`config.mk`:
```
export PLATFORM = sky130hd
export DESIGN_NAME = axi_lite_master
export DESIGN_NICKNAME = d
export VERILOG_FILES = /design/src/rtl/axi_lite_pkg.sv /design/src/rtl/axi_lite_master.sv
export SDC_FILE = /design/constraint.sdc
export NUM_CORES = 1
export LEC_CHECK = 0
export CAP_MARGIN = 20
export CORE_MARGIN = 2
export CORE_UTILIZATION = 40
export DETAILED_ROUTE_END_ITERATION = 6
export PLACE_DENSITY_LB_ADDON = 0.15
export SLEW_MARGIN = 20
export SYNTH_ARGS = -nofsm -noshare
export SYNTH_HDL_FRONTEND = slang
export SYNTH_SLANG_ARGS = --single-unit
```
`constraint.sdc`:
```
create_clock -name aclk -period 4.5 [get_ports aclk]
set_input_delay 0.9 -clock aclk [delete_from_list [all_inputs] [get_ports aclk]]
set_output_delay 0.9 -clock aclk [all_outputs]
set_load 0.02 [all_outputs]
```
`src/rtl/axi_lite_pkg.sv`:
```
// Shared types for the AXI-Lite master: bus response codes, the master's
// FSM state encoding, and the helper that gives the number of byte-offset
// address bits for a data width.
package axi_lite_pkg;

   // Response codes carried on BRESP/RRESP and returned on rsp_resp.
   typedef enum logic [1:0] {
      OKAY   = 2'b00,
      EXOKAY = 2'b01,
      SLVERR = 2'b10,
      DECERR = 2'b11
   } axi_resp_e;

   // One transaction in flight at a time: write path, read path, then RSP.
   typedef enum logic [2:0] {
      IDLE,
      WR,
      WR_B,
      RD_A,
      RD_R,
      RSP
   } state_e;

   // Number of low address bits that select a byte within one data beat.
   function automatic int addr_lsb(input int data_width);
      return $clog2(data_width / 8);
   endfunction

endpackage

```
`src/rtl/axi_lite_master.sv`:
```
// Single-outstanding AXI-Lite master. A command (read or write) is taken
// from the cmd_* port in IDLE, issued on the AXI-Lite channels, and the
// slave's response is presented on rsp_* until consumed.
//
// Optional build macro AXI_LITE_MASTER_ALIGN_CHECK_EN: when defined, a
// command with nonzero byte-offset address bits is answered locally with
// SLVERR and no bus traffic; when undefined the offset bits are cleared and
// the transaction is issued normally.
module axi_lite_master
   import axi_lite_pkg::*;
#(
   parameter int ADDR_WIDTH = 8,
   parameter int DATA_WIDTH = 32
) (
   input  logic                    aclk,
   input  logic                    areset,

   // command side
   input  logic                    cmd_valid,
   output logic                    cmd_ready,
   input  logic                    cmd_write,
   input  logic [ADDR_WIDTH-1:0]   cmd_addr,
   input  logic [DATA_WIDTH-1:0]   cmd_wdata,
   input  logic [DATA_WIDTH/8-1:0] cmd_wstrb,

   // completion side
   output logic                    rsp_valid,
   input  logic                    rsp_ready,
   output logic [DATA_WIDTH-1:0]   rsp_rdata,
   output logic [1:0]              rsp_resp,

   // write-address channel
   output logic [ADDR_WIDTH-1:0]   M_AXI_LITE_awaddr,
   output logic                    M_AXI_LITE_awvalid,
   input  logic                    M_AXI_LITE_awready,

   // write-data channel
   output logic [DATA_WIDTH-1:0]   M_AXI_LITE_wdata,
   output logic [DATA_WIDTH/8-1:0] M_AXI_LITE_wstrb,
   output logic                    M_AXI_LITE_wvalid,
   input  logic                    M_AXI_LITE_wready,

   // write-response channel
   input  logic [1:0]              M_AXI_LITE_bresp,
   input  logic                    M_AXI_LITE_bvalid,
   output logic                    M_AXI_LITE_bready,

   // read-address channel
   output logic [ADDR_WIDTH-1:0]   M_AXI_LITE_araddr,
   output logic                    M_AXI_LITE_arvalid,
   input  logic                    M_AXI_LITE_arready,

   // read-data channel
   input  logic [DATA_WIDTH-1:0]   M_AXI_LITE_rdata,
   input  logic [1:0]              M_AXI_LITE_rresp,
   input  logic                    M_AXI_LITE_rvalid,
   output logic                    M_AXI_LITE_rready
);

   localparam int ADDR_LSB = addr_lsb(DATA_WIDTH);
   // Keeps the beat-address bits, clears the byte-offset bits.
   localparam logic [ADDR_WIDTH-1:0] ADDR_KEEP = {ADDR_WIDTH{1'b1}} << ADDR_LSB;

   // Reject unsupported configurations at elaboration.
   if (DATA_WIDTH != 32 && DATA_WIDTH != 64) begin : g_bad_data_width
      $error("axi_lite_master: DATA_WIDTH must be 32 or 64");
   end
   if (ADDR_WIDTH < 1 || ADDR_WIDTH > 64) begin : g_bad_addr_width
      $error("axi_lite_master: ADDR_WIDTH must be 1..64");
   end

   state_e                  state_q;
   state_e                  state_d;

   logic [ADDR_WIDTH-1:0]   addr_q;
   logic [DATA_WIDTH-1:0]   wdata_q;
   logic [DATA_WIDTH/8-1:0] wstrb_q;
   logic                    write_q;
   logic                    awvalid_q;
   logic                    wvalid_q;
   logic                    arvalid_q;
   logic [DATA_WIDTH-1:0]   rdata_q;
   axi_resp_e               resp_q;

   logic                    cmd_accept;
   logic                    cmd_reject;
   logic                    aw_hs;
   logic                    w_hs;
   logic                    ar_hs;
   logic                    b_hs;
   logic                    r_hs;
   logic                    aw_done;
   logic                    w_done;
   logic                    bus_rsp;

   // Commands are only taken in IDLE and never while reset is asserted.
   assign cmd_ready  = (state_q == IDLE) && !areset;
   assign cmd_accept = cmd_valid && cmd_ready;

`ifdef AXI_LITE_MASTER_ALIGN_CHECK_EN
   assign cmd_reject = |(cmd_addr & ~ADDR_KEEP);
`else
   assign cmd_reject = 1'b0;
`endif

   // Channel handshakes; every valid/ready the master drives is registered
   // or decoded from the registered state, so none depends on a ready input.
   assign aw_hs   = awvalid_q && M_AXI_LITE_awready;
   assign w_hs    = wvalid_q && M_AXI_LITE_wready;
   assign ar_hs   = arvalid_q && M_AXI_LITE_arready;
   assign b_hs    = M_AXI_LITE_bvalid && M_AXI_LITE_bready;
   assign r_hs    = M_AXI_LITE_rvalid && M_AXI_LITE_rready;

   // AW and W complete independently; a channel is done once its valid has
   // dropped or its handshake happens this cycle.
   assign aw_done = !awvalid_q || aw_hs;
   assign w_done  = !wvalid_q || w_hs;
   assign bus_rsp = b_hs || r_hs;

   // State register.
   always_ff @(posedge aclk) begin
      // NOTE: sequential state is updated with non-blocking assignments so
      // every register samples the pre-edge values of the others.
      if (areset) begin
         state_q <= IDLE;
      end else begin
         state_q <= state_d;
      end
   end

   // Next-state decode.
   always_comb begin
      // NOTE: assigning the default first means every path drives state_d,
      // so no latch is inferred.
      state_d = state_q;
      unique case (state_q)
         IDLE: begin
            if (cmd_accept) begin
               if (cmd_reject) begin
                  state_d = RSP;
               end else if (cmd_write) begin
                  state_d = WR;
               end else begin
                  state_d = RD_A;
               end
            end
         end
         WR: begin
            if (aw_done && w_done) begin
               state_d = WR_B;
            end
         end
         WR_B: begin
            if (b_hs) begin
               state_d = RSP;
            end
         end
         RD_A: begin
            if (ar_hs) begin
               state_d = RD_R;
            end
         end
         RD_R: begin
            if (r_hs) begin
               state_d = RSP;
            end
         end
         RSP: begin
            if (rsp_ready) begin
               state_d = IDLE;
            end
         end
         default: state_d = IDLE;
      endcase
   end

   // Command capture, per-channel valid flags and response capture.
   always_ff @(posedge aclk) begin
      // NOTE: the synchronous reset clears payload registers as well as
      // control so the bus shows all-zero addresses and data after reset.
      if (areset) begin
         addr_q    <= '0;
         wdata_q   <= '0;
         wstrb_q   <= '0;
         write_q   <= 1'b0;
         awvalid_q <= 1'b0;
         wvalid_q  <= 1'b0;
         arvalid_q <= 1'b0;
         rdata_q   <= '0;
         resp_q    <= OKAY;
      end else begin
         if (cmd_accept) begin
            addr_q    <= cmd_addr & ADDR_KEEP;
            wdata_q   <= cmd_wdata;
            wstrb_q   <= cmd_wstrb;
            write_q   <= cmd_write;
            awvalid_q <= cmd_write && !cmd_reject;
            wvalid_q  <= cmd_write && !cmd_reject;
            arvalid_q <= !cmd_write && !cmd_reject;
            if (cmd_reject) begin
               rdata_q <= '0;
               resp_q  <= SLVERR;
            end
         end else begin
            if (aw_hs) begin
               awvalid_q <= 1'b0;
            end
            if (w_hs) begin
               wvalid_q <= 1'b0;
            end
            if (ar_hs) begin
               arvalid_q <= 1'b0;
            end
         end

         // Only one of B or R can complete, and only in its own state.
         if (bus_rsp) begin
            rdata_q <= write_q ? '0 : M_AXI_LITE_rdata;
            resp_q  <= axi_resp_e'(write_q ? M_AXI_LITE_bresp : M_AXI_LITE_rresp);
         end
      end
   end

   assign M_AXI_LITE_awaddr  = addr_q;
   assign M_AXI_LITE_awvalid = awvalid_q;
   assign M_AXI_LITE_wdata   = wdata_q;
   assign M_AXI_LITE_wstrb   = wstrb_q;
   assign M_AXI_LITE_wvalid  = wvalid_q;
   assign M_AXI_LITE_bready  = (state_q == WR_B);
   assign M_AXI_LITE_araddr  = addr_q;
   assign M_AXI_LITE_arvalid = arvalid_q;
   assign M_AXI_LITE_rready  = (state_q == RD_R);

   assign rsp_valid = (state_q == RSP);
   assign rsp_rdata = rdata_q;
   assign rsp_resp  = resp_q;

endmodule

```
# Yosys cells after proc, flatten, opt, wreduce, memory -nomap -nowiden
# Index checks and enable logic that the tools add are counted.
# totals
regBits	83
inputBits	90
output_inout_bits	93
elab_cells	57
# op_classes
n_eq_ne	11
mux	16
reduce_logical	20
# op_table
operator	count
two-way mux 32 bit	1
two-way mux 3 bit	6
case mux 3 bit (6 select lines)	1
logical AND 1 bit	8
equality test 3 x 2 -> 1 bit, second input constant	2
equality test 3 bit, second input constant	2
two-way mux 1 bit	6
!= test 2 x 1 -> 1 bit, second input constant	3
!= test 2 bit, second input constant	3
AND reduction 6 bit	1
nonzero test 2 bit	3
zero test 1 bit	4
two-way mux 2 bit	2
equality test 3 x 1 -> 1 bit, second input constant	1
zero test 3 bit	1
logical OR 1 bit	3

# Longest topological paths before layout
# Gate-level depths: netlist of run 1.
# logic_depth
ltp_word	5
mapped_depth	6

# Worst setup path before layout of run 1
# Ideal clock, no wire load.
# synth_timing
path_type	input port to output port
start	in areset
end	out cmd_ready
t_arrival_ns	1.486
t_required_ns	3.600
path_slack_ns	2.114
stages	2
n_path_buf	0
cell_sequence	or4_4 -> inv_2
# synth_via
elab_chain_cells	2
# synth_rtl
element	line	text
from (decl)	axi_lite_master.sv:16	input logic areset,
zero test 1 bit	axi_lite_master.sv:97	assign cmd_ready = (state_q == IDLE) && !areset;
logical AND 1 bit	axi_lite_master.sv:97	
to (decl)	axi_lite_master.sv:20	output logic cmd_ready,
# No other way between the ends.

# Worst setup path in the final report of run 1
# Ends and elaborated chain as after synthesis.

==> results.md, run 1 <==
- Outcome: finished clean
- PD cells: 396 nW/um^2
- Util after Layout: 0.608
- Fin crit period: 3.10 ns
- Layout filler cell count: 867
- Wirelength per Cell: 14.6 um
- Most instantiated cells after synthesis: dfxtp_1, nor2b_1, mux2_4, nand2b_1, mux2i_1
- Cell-internal power: 1.59 mW
- Die ar.: 10600 um^2
- Vias per cell: 4.64
- Hold Buf Count CTS: 0
- Fin nets: 602
- Final WS setup: 1.40 ns
- CTS H-tree lvls: 3
- # placed instances: 634
- IO Count: 183
- Port Buffers: 176
- Post-synth top area share: 0.424
- Reg-to-reg slack, setup: 2.27 ns
- Initial antenna violation count: 0
- Pre-CTS WS: 1.41 ns
- Setup Skew: 0.00793 ns
- Final hold vios: 0
- Worst Hold Path Cells: 2
- R2R depth: 4
- Setup CP Type: in -> out
- CTS tree: built
- Logic pwr share: 0.374
- VDD IR max: 0.201 mV
- Pleak: 2.24 nW
- Initial Utilization: 0.406
- Post-DRT Antenna Nets: 0
- Worst Hold Launch: rsp_resp[0]$_SDFFE_PP0P_
- Setup crit end kind: output pin
- Library cells used by synthesis: 35
- Multi-input logic area: 2050 um^2
- Synth-to-Final Area Change: 49.6%
- Top post-synthesis cells by area: dfxtp_1, mux2_4, mux2i_1
- Post-Synthesis Cells: 355
- GP Congestion: 0.760
- Req. time, crit path: 3.60 ns
- Die Width: 103 um
- NetSw: 0.726 mW
- Ratio of cells with drive above 1 in the final layout: 0.188
- 1st-iter DRT viols: 109
- Drc violations: 0
- Clock sinks: 83
- F_max: 323 MHz
- Diodes inserted: 0
- Setup-failing EPs final: 0
- Setup Buffers After CTS: 0
- Largest net degree at the start of global routing: 119
- Core footprint: 9640 um^2
- CP max FO: 6
- Mapped Area: 3920 um^2
- Main synth FF type: dfxtp_1
- Vias: 3013
- Post-synth top area cell: dfxtp_1
- All-Layer GR Usage: 0.175
- Fin cells: 649
- R2r endpoint: rsp_rdata[30]$_SDFFE_PP0P_
- Fin crit share: 0.689
- Sequential area share after synthesis: 0.424
- Worst Tran Pin Value: 1.02 ns
- Clock Root Buffer: clkbuf_8
- PostCTS Resize Cnt: 0
- Post-detail-place hpwl: 6340 um
- Arr. time, crit path: 2.20 ns
- Global-route wire length before repair: 14500 um
- Most common cell in the netlist: dfxtp_1
- Synth Register Bits: 83
- First-pass iteration count of the detailed router: 4
- Register area: 1660 um^2
- Skew-Pair Late Insertion Delay: 0.35 ns
- Post-synth EDFFs: 0
- Total Power: 2.32 mW
- Clk pwr share: 0.225
- Share of flip-flops with an asynchronous set or reset: 0
- Final-report max-slew violation count: 0
- Hold Path Sink: rsp_resp[0]$_SDFFE_PP0P_
- Reg2reg start: state_q[2]$_SDFFE_PP0P_
- Total detailed-routing wirelength: 9450 um
- Sequential Power Share: 0.401
- Die H: 103 um
- Site Rows: 36
- RSZ-0062 raised after global routing: false
- Class of the worst hold path: reg -> reg
- Inserted Clock Buffers: 9
- Post-Route Setup TNS: 0 ns
- Syn avg cell area: 11.0 um^2
- Synth warnings: 0
- Slew HR: 0.321
- Max-Cap Viols: 0
- Startpoint class of the critical path: primary input
- Max Buffers Root-to-Sink: 2
- Grt ovf: 0
- Vias in the first global route: 2934
- Clock transition at the registers of the reported paths: 0.09 ns
- Net Sw Frac: 0.313
## worst max-delay path: stages
cell             delay, ns
buf_2                 0.10
or4_4                 0.46
inv_2                 0.11
clkdlybuf4s50_1       0.62
## cell usage in the layout (no fill, tap or decap), types with 3 or more instances in the layout
cell,instances
nand2_1,3
or3b_2,31
dfxtp_1,83
o21ai_0,6
mux2i_1,32
clkbuf_8,9
mux2_2,4
conb_1,4
nand3b_1,3
nor3b_1,3
a211oi_1,5
a21oi_1,5
nand2b_1,33
mux2_4,40
a2111oi_0,3
buf_4,3
nor2b_1,48
clkdlybuf4s50_1,175
inv_1,4
## power groups by stage
stage | clock network, mW | logic [mW] | registers [mW]
final | 0.523 | 0.868 | 0.929
after global placement | 0 | 0.867 | 0.938
after CTS | 0.546 | 0.879 | 0.929
after global routing | 0.569 | 0.924 | 0.944
after detailed placement | 0 | 0.875 | 0.942
after floorplan | 0 | 0.410 | 1.05
## sequential cells by signal, indices dropped and copies added, names as in the netlist
name                count
M_AXI_LITE_araddr       6
rsp_rdata              32
M_AXI_LITE_awvalid      1
rsp_resp                2
state_q                 3
M_AXI_LITE_arvalid      1
M_AXI_LITE_wvalid       1
M_AXI_LITE_wdata       32
write_q                 1
M_AXI_LITE_wstrb        4
## cell type report
class                      count  area share
inverter                       5     0.00320
tap                          133      0.0284
multi-input combinational    234       0.350
timing repair buffer         179       0.304
sequential                    83       0.283
clock inverter                 5     0.00939
clock buffer                  10      0.0218
## layer usage
metal | wire length (um) | vias up | track usage | share of wire
li1 | - | 1506 | - | -
met1 | 4290 | 1389 | 0.224 | 0.45
met2 | 4210 | 109 | 0.267 | 0.45
met3 | 790 | 9 | 0.0549 | 0.084
met4 | 155 | 0 | 0.0850 | 0.016
met5 | 0 | - | 0 | 0
## per-stage QoR
| step | area, um^2 | hold WS, ns |
|---|---|---|
| after global routing | 5860 | 0.488 |
| after CTS | 5860 | 0.464 |
| final | 5860 | 0.460 |
| after floorplan | 3930 | 0.531 |
| after detailed placement | 5680 | 0.450 |
| after global placement | 5680 | 0.447 |
## worst max path at each step
stage                                       start   endpoint  slack, ns  depth (start not counted)
after floorplan                            areset  cmd_ready       2.11                          2
after global placement                     areset  cmd_ready       1.40                          4
after detailed placement                   areset  cmd_ready       1.41                          4
after CTS                                  areset  cmd_ready       1.40                          4
after global routing      state_q[2]$_SDFFE_PP0P_  cmd_ready       1.34                          3
final                                      areset  cmd_ready       1.40                          4
## cells by family after synthesis
family                 Yosys count  synth area share
AO/OA/AOI/OAI                   26            0.0450
buffers and inverters           41            0.0575
flip-flops                      83             0.424
multiplexers                    76             0.247
other                            1          0.000957
AND/OR/NAND/NOR                128             0.226
No activity file was read; power rests on OpenSTA's default activity.
==> run 2: changes to the inputs <==
--- a/config.mk
+++ b/config.mk
@@ -7,7 +7,7 @@
 export LEC_CHECK = 0
 export CAP_MARGIN = 20
 export CORE_MARGIN = 2
-export CORE_UTILIZATION = 40
+export CORE_UTILIZATION = 37
 export DETAILED_ROUTE_END_ITERATION = 6
 export PLACE_DENSITY_LB_ADDON = 0.15
 export SLEW_MARGIN = 20
==> constraint.sdc (replaced) <==
create_clock -name aclk -period 2.76 [get_ports aclk]
set_input_delay 0.552 -clock aclk [delete_from_list [all_inputs] [get_ports aclk]]
set_output_delay 0.552 -clock aclk [all_outputs]
set_load 0.02 [all_outputs]
==> results.md, run 2 (synthesis results as in run 1) <==
- Outcome: finished clean
- Fin crit share: 0.965
- Setup CP Type: reg -> out
- Fin nets: 604
- Class of the worst hold path: reg -> reg
- Die ar.: 11400 um^2
- Fin crit period: 2.66 ns
- Layout filler cell count: 890
- Multi-input logic area: 2050 um^2
- Drc violations: 0
- PostCTS Resize Cnt: 0
- Post-detail-place hpwl: 6540 um
- Die Width: 107 um
- 1st-iter DRT viols: 134
- Pleak: 2.25 nW
- Hold Buf Count CTS: 0
- Vias in the first global route: 3113
- Global-route wire length before repair: 15600 um
- CTS H-tree lvls: 3
- Total Power: 3.74 mW
- Most frequent cells in the layout: clkdlybuf4s50_1, dfxtp_1, nor2b_1
- Clock transition at the registers of the reported paths: 0.09 ns
- Setup-failing EPs final: 0
- Max-Cap Viols: 0
- Startpoint class of the critical path: flop
- Final-report max-slew violation count: 0
- Inserted Clock Buffers: 9
- VDD IR max: 0.300 mV
- Site Rows: 37
- Slew HR: 0.325
- Die H: 107 um
- Wirelength per Cell: 14.9 um
- Final hold vios: 0
- Setup Buffers After CTS: 0
- Initial Utilization: 0.379
- GP Congestion: 0.726
- Initial antenna violation count: 0
- First-pass iteration count of the detailed router: 4
- All-Layer GR Usage: 0.171
- Post-DP Area: 5710 um^2
- IO Count: 183
- Commonest non-fill, non-tap cell in the layout: clkdlybuf4s50_1
- Clock sinks: 83
- Worst Hold Path Cells: 2
- Vias per cell: 4.67
- Clock Root Buffer: clkbuf_8
- Skew-Pair Late Insertion Delay: 0.35 ns
- Design Area, Final: 5880 um^2
- F_max: 375 MHz
- PD cells: 635 nW/um^2
- Largest net degree at the start of global routing: 119
- Vias: 3056
- Setup crit end kind: output pin
- Register area: 1660 um^2
- Arr. time, crit path: 2.11 ns
- Diodes inserted: 0
- CTS tree: built
- Total detailed-routing wirelength: 9720 um
- Synth-to-Final Area Change: 50.0%
- CP max FO: 14
- Req. time, crit path: 2.21 ns
- Grt ovf: 0
- Setup Skew: 0.0109 ns
- Port Buffers: 176
- R2R depth: 4
- RSZ-0062 raised after global routing: false
- Post-Route Setup TNS: 0 ns
- Post-DRT Antenna Nets: 0
- Core footprint: 10300 um^2
- Max Buffers Root-to-Sink: 2
- Hold slack: 0.461 ns
- Worst Tran Pin Value: 1.01 ns
- Ratio of cells with drive above 1 in the final layout: 0.193
run 2: metal layers:
metal / global-route usage / routed length [um]
met1: 0.219 / 4550
met2: 0.267 / 4270
met3: 0.0492 / 707
met4: 0.0770 / 190
met5: 0 / 0
run 2: layout make-up:
type,instances,area share
Sequential cell,83,0.283
Multi-Input combinational cell,234,0.349
Tap cell,136,0.0289
Clock inverter,5,0.00511
Clock buffer,10,0.0234
Inverter,5,0.00319
Timing Repair Buffer,181,0.307
run 2: power by group:
group / internal (mW) / switching [mW] / total (mW) / leakage (nW)
logic: 0.819 / 0.647 / 1.47 / 1.49
registers: 1.38 / 0.105 / 1.49 / 0.678
clock network: 0.342 / 0.437 / 0.779 / 0.0839
total: 2.55 / 1.19 / 3.74 / 2.25
run 2: worst max-delay path, cell delays in order (launching register included):
cell and delay, ns:
dfxtp_1 0.45, or4_4 0.57, inv_2 0.11, clkdlybuf4s50_1 0.63
run 2: final timing paths:
| check | start | endpoint | slack, ns |
|---|---|---|---|
| worst max register to register | state_q[1]$_SDFFE_PP0P_ | M_AXI_LITE_wdata[21]$_SDFFE_PP0P_ | 0.59 |
| worst min-delay path | rsp_resp[1]$_SDFFE_PP0P_ | rsp_resp[1]$_SDFFE_PP0P_ | 0.46 |
| worst max-delay path | state_q[1]$_SDFFE_PP0P_ | cmd_ready | 0.1 |
| worst min register to register | rsp_resp[1]$_SDFFE_PP0P_ | rsp_resp[1]$_SDFFE_PP0P_ | 0.46 |
run 2: through the flow:
stage / worst slack, ns / util / cells
3_5_place_dp: 0.316 / 0.553 / 639
2_1_floorplan: 0.958 / - / 358
3_3_place_gp: 0.352 / 0.553 / 639
6_report: 0.0953 / 0.569 / 654
4_1_cts: 0.0720 / 0.569 / 654
5_1_grt: 0.00115 / 0.569 / 654
==> run 3: changes to the inputs <==
--- a/config.mk
+++ b/config.mk
@@ -9,6 +9,8 @@
 export CORE_MARGIN = 2
 export CORE_UTILIZATION = 37
 export DETAILED_ROUTE_END_ITERATION = 6
+export GPL_ROUTABILITY_DRIVEN = 1
+export GPL_TIMING_DRIVEN = 0
 export PLACE_DENSITY_LB_ADDON = 0.15
 export SLEW_MARGIN = 20
 export SYNTH_ARGS = -nofsm -noshare
==> results.md, run 3 (synthesis results as in run 1) <==
- Worst Tran Pin Value: 0.599 ns
- Post-DRT Antenna Nets: 0
- Setup CP Type: reg -> out
- Die H: 107 um
- CTS H-tree lvls: 3
- Fin crit period: 2.60 ns
- Skew-Pair Late Insertion Delay: 0.34 ns
- IO Count: 183
- Setup-failing EPs final: 0
- Drc violations: 0
- Max-Cap Viols: 0
- Initial antenna violation count: 0
- Pleak: 2.35 nW
- Clock Root Buffer: clkbuf_8
- Inserted Clock Buffers: 9
- Req. time, crit path: 2.21 ns
- Fin nets: 635
- Startpoint class of the critical path: flop
- VDD IR max: 0.306 mV
- Setup crit end kind: output pin
- RSZ-0062 raised after global routing: false
- Vias per cell: 4.58
- Setup Skew: 0.0109 ns
- Logic pwr share: 0.391
- Port Buffers: 176
- Post-DP Area: 5860 um^2
- Diodes inserted: 0
- First-pass iteration count of the detailed router: 4
- Layout filler cell count: 897
- Die ar.: 11400 um^2
- GP Congestion: 0.748
- Sequential Power Share: 0.388
- Total detailed-routing wirelength: 10000 um
- Core footprint: 10300 um^2
- Hold slack: 0.467 ns
- Hold Buf Count CTS: 0
- 1st-iter DRT viols: 108
- Post-detail-place hpwl: 7460 um
- Multi-input logic area: 2040 um^2
- Die Width: 107 um
- Design Area, Final: 6050 um^2
- CP max FO: 10
- CTS tree: built
- Vias: 3136
- NetSw: 1.19 mW
- Arr. time, crit path: 2.05 ns
- Max Buffers Root-to-Sink: 2
- F_max: 385 MHz
- Clock transition at the registers of the reported paths: 0.08 ns
- Most frequent cells in the layout: clkdlybuf4s50_1, dfxtp_1, nor2b_1
- Net Sw Frac: 0.312
- Ratio of cells with drive above 1 in the final layout: 0.199
- Cell-internal power: 2.64 mW
- Site Rows: 37
- Final-report max-slew violation count: 0
- Commonest non-fill, non-tap cell in the layout: clkdlybuf4s50_1
- Wirelength per Cell: 14.6 um
- Synth-to-Final Area Change: 54.3%
- Register area: 1660 um^2
- Final hold vios: 0
- Outcome: finished clean
- Fin crit share: 0.942
- Class of the worst hold path: reg -> reg
- PD cells: 634 nW/um^2
- Vias in the first global route: 3257
- Initial Utilization: 0.379
- Largest net degree at the start of global routing: 14
- All-Layer GR Usage: 0.181
- Grt ovf: 0
- Setup Buffers After CTS: 0
- Slew HR: 0.600
- Global-route wire length before repair: 16500 um
- Clk pwr share: 0.221
- Clock sinks: 83
-- run 3: cell count changes in the layout (fill, tap and decap cells not counted) --
cell / change
buf_6: +4
buf_1: +1
clkbuf_1: +19
clkbuf_8: -1
buf_2: +2
bufinv_16: +1
buf_12: -1
clkinv_2: -1
a21oi_1: +1
dlymetal6s2s_1: +1
a21oi_4: -1
buf_4: +6
-- run 3: metal layers --
layer / track usage / routed length, um / vias up
li1: - / - / 1579
met1: 0.238 / 4540 / 1433
met2: 0.284 / 4610 / 113
met3: 0.0608 / 727 / 11
met4: 0.0492 / 143 / 0
met5: 0 / 0 / -
-- run 3: area by class of cell --
cell class,count,area share
repair buffers,176,0.292
clock inverters,5,0.00911
flip-flops and latches,83,0.275
plain buffers,36,0.0341
multi-input cells,234,0.338
well taps,136,0.0281
clock buffers,10,0.0211
inverters,5,0.00310
-- run 3: power by group through the flow --
stage	sequential [mW]	clock, mW	combinational (mW)
global placement	1.51	0	1.49
global route	1.51	0.934	1.60
floorplan	1.71	0	0.669
finish	1.49	0.846	1.50
detailed placement	1.51	0	1.50
CTS	1.49	0.881	1.51
-- run 3: worst max-delay path: stages (launching register included) --
cell and delay, ns:
dfxtp_1 0.43, clkbuf_1 0.33, nor3b_1 0.26, clkdlybuf4s50_1 0.68
-- run 3: worst paths after layout --
check	from	to	slack [ns]	depth (start not counted)
hold reg to reg	rsp_resp[0]$_SDFFE_PP0P_	rsp_resp[0]$_SDFFE_PP0P_	0.47	2
setup reg to reg	state_q[2]$_SDFFE_PP0P_	rsp_rdata[0]$_SDFFE_PP0P_	0.89	4
setup / recovery	state_q[2]$_SDFFE_PP0P_	M_AXI_LITE_rready	0.16	3
hold / removal	rsp_resp[0]$_SDFFE_PP0P_	rsp_resp[0]$_SDFFE_PP0P_	0.47	2
-- run 3: timing repair --
action,4_1_cts,5_1_grt
gates resized for setup,0,1
endpoints found under the hold margin,0,0
setup endpoints to repair,0,1
-- run 3: through the flow --
step / utilization / power [mW] / cells / setup TNS, ns / setup slack, ns
after floorplan: - / 2.38 / 358 / 0 / 0.958
after global placement: 0.568 / 3.00 / 670 / 0 / 0.0232
after detailed placement: 0.568 / 3.02 / 670 / -0.00478 / -0.00478
after CTS: 0.585 / 3.88 / 685 / 0 / 0.0228
after global routing: 0.586 / 4.05 / 685 / 0 / 0.0173
final: 0.586 / 3.83 / 685 / 0 / 0.160
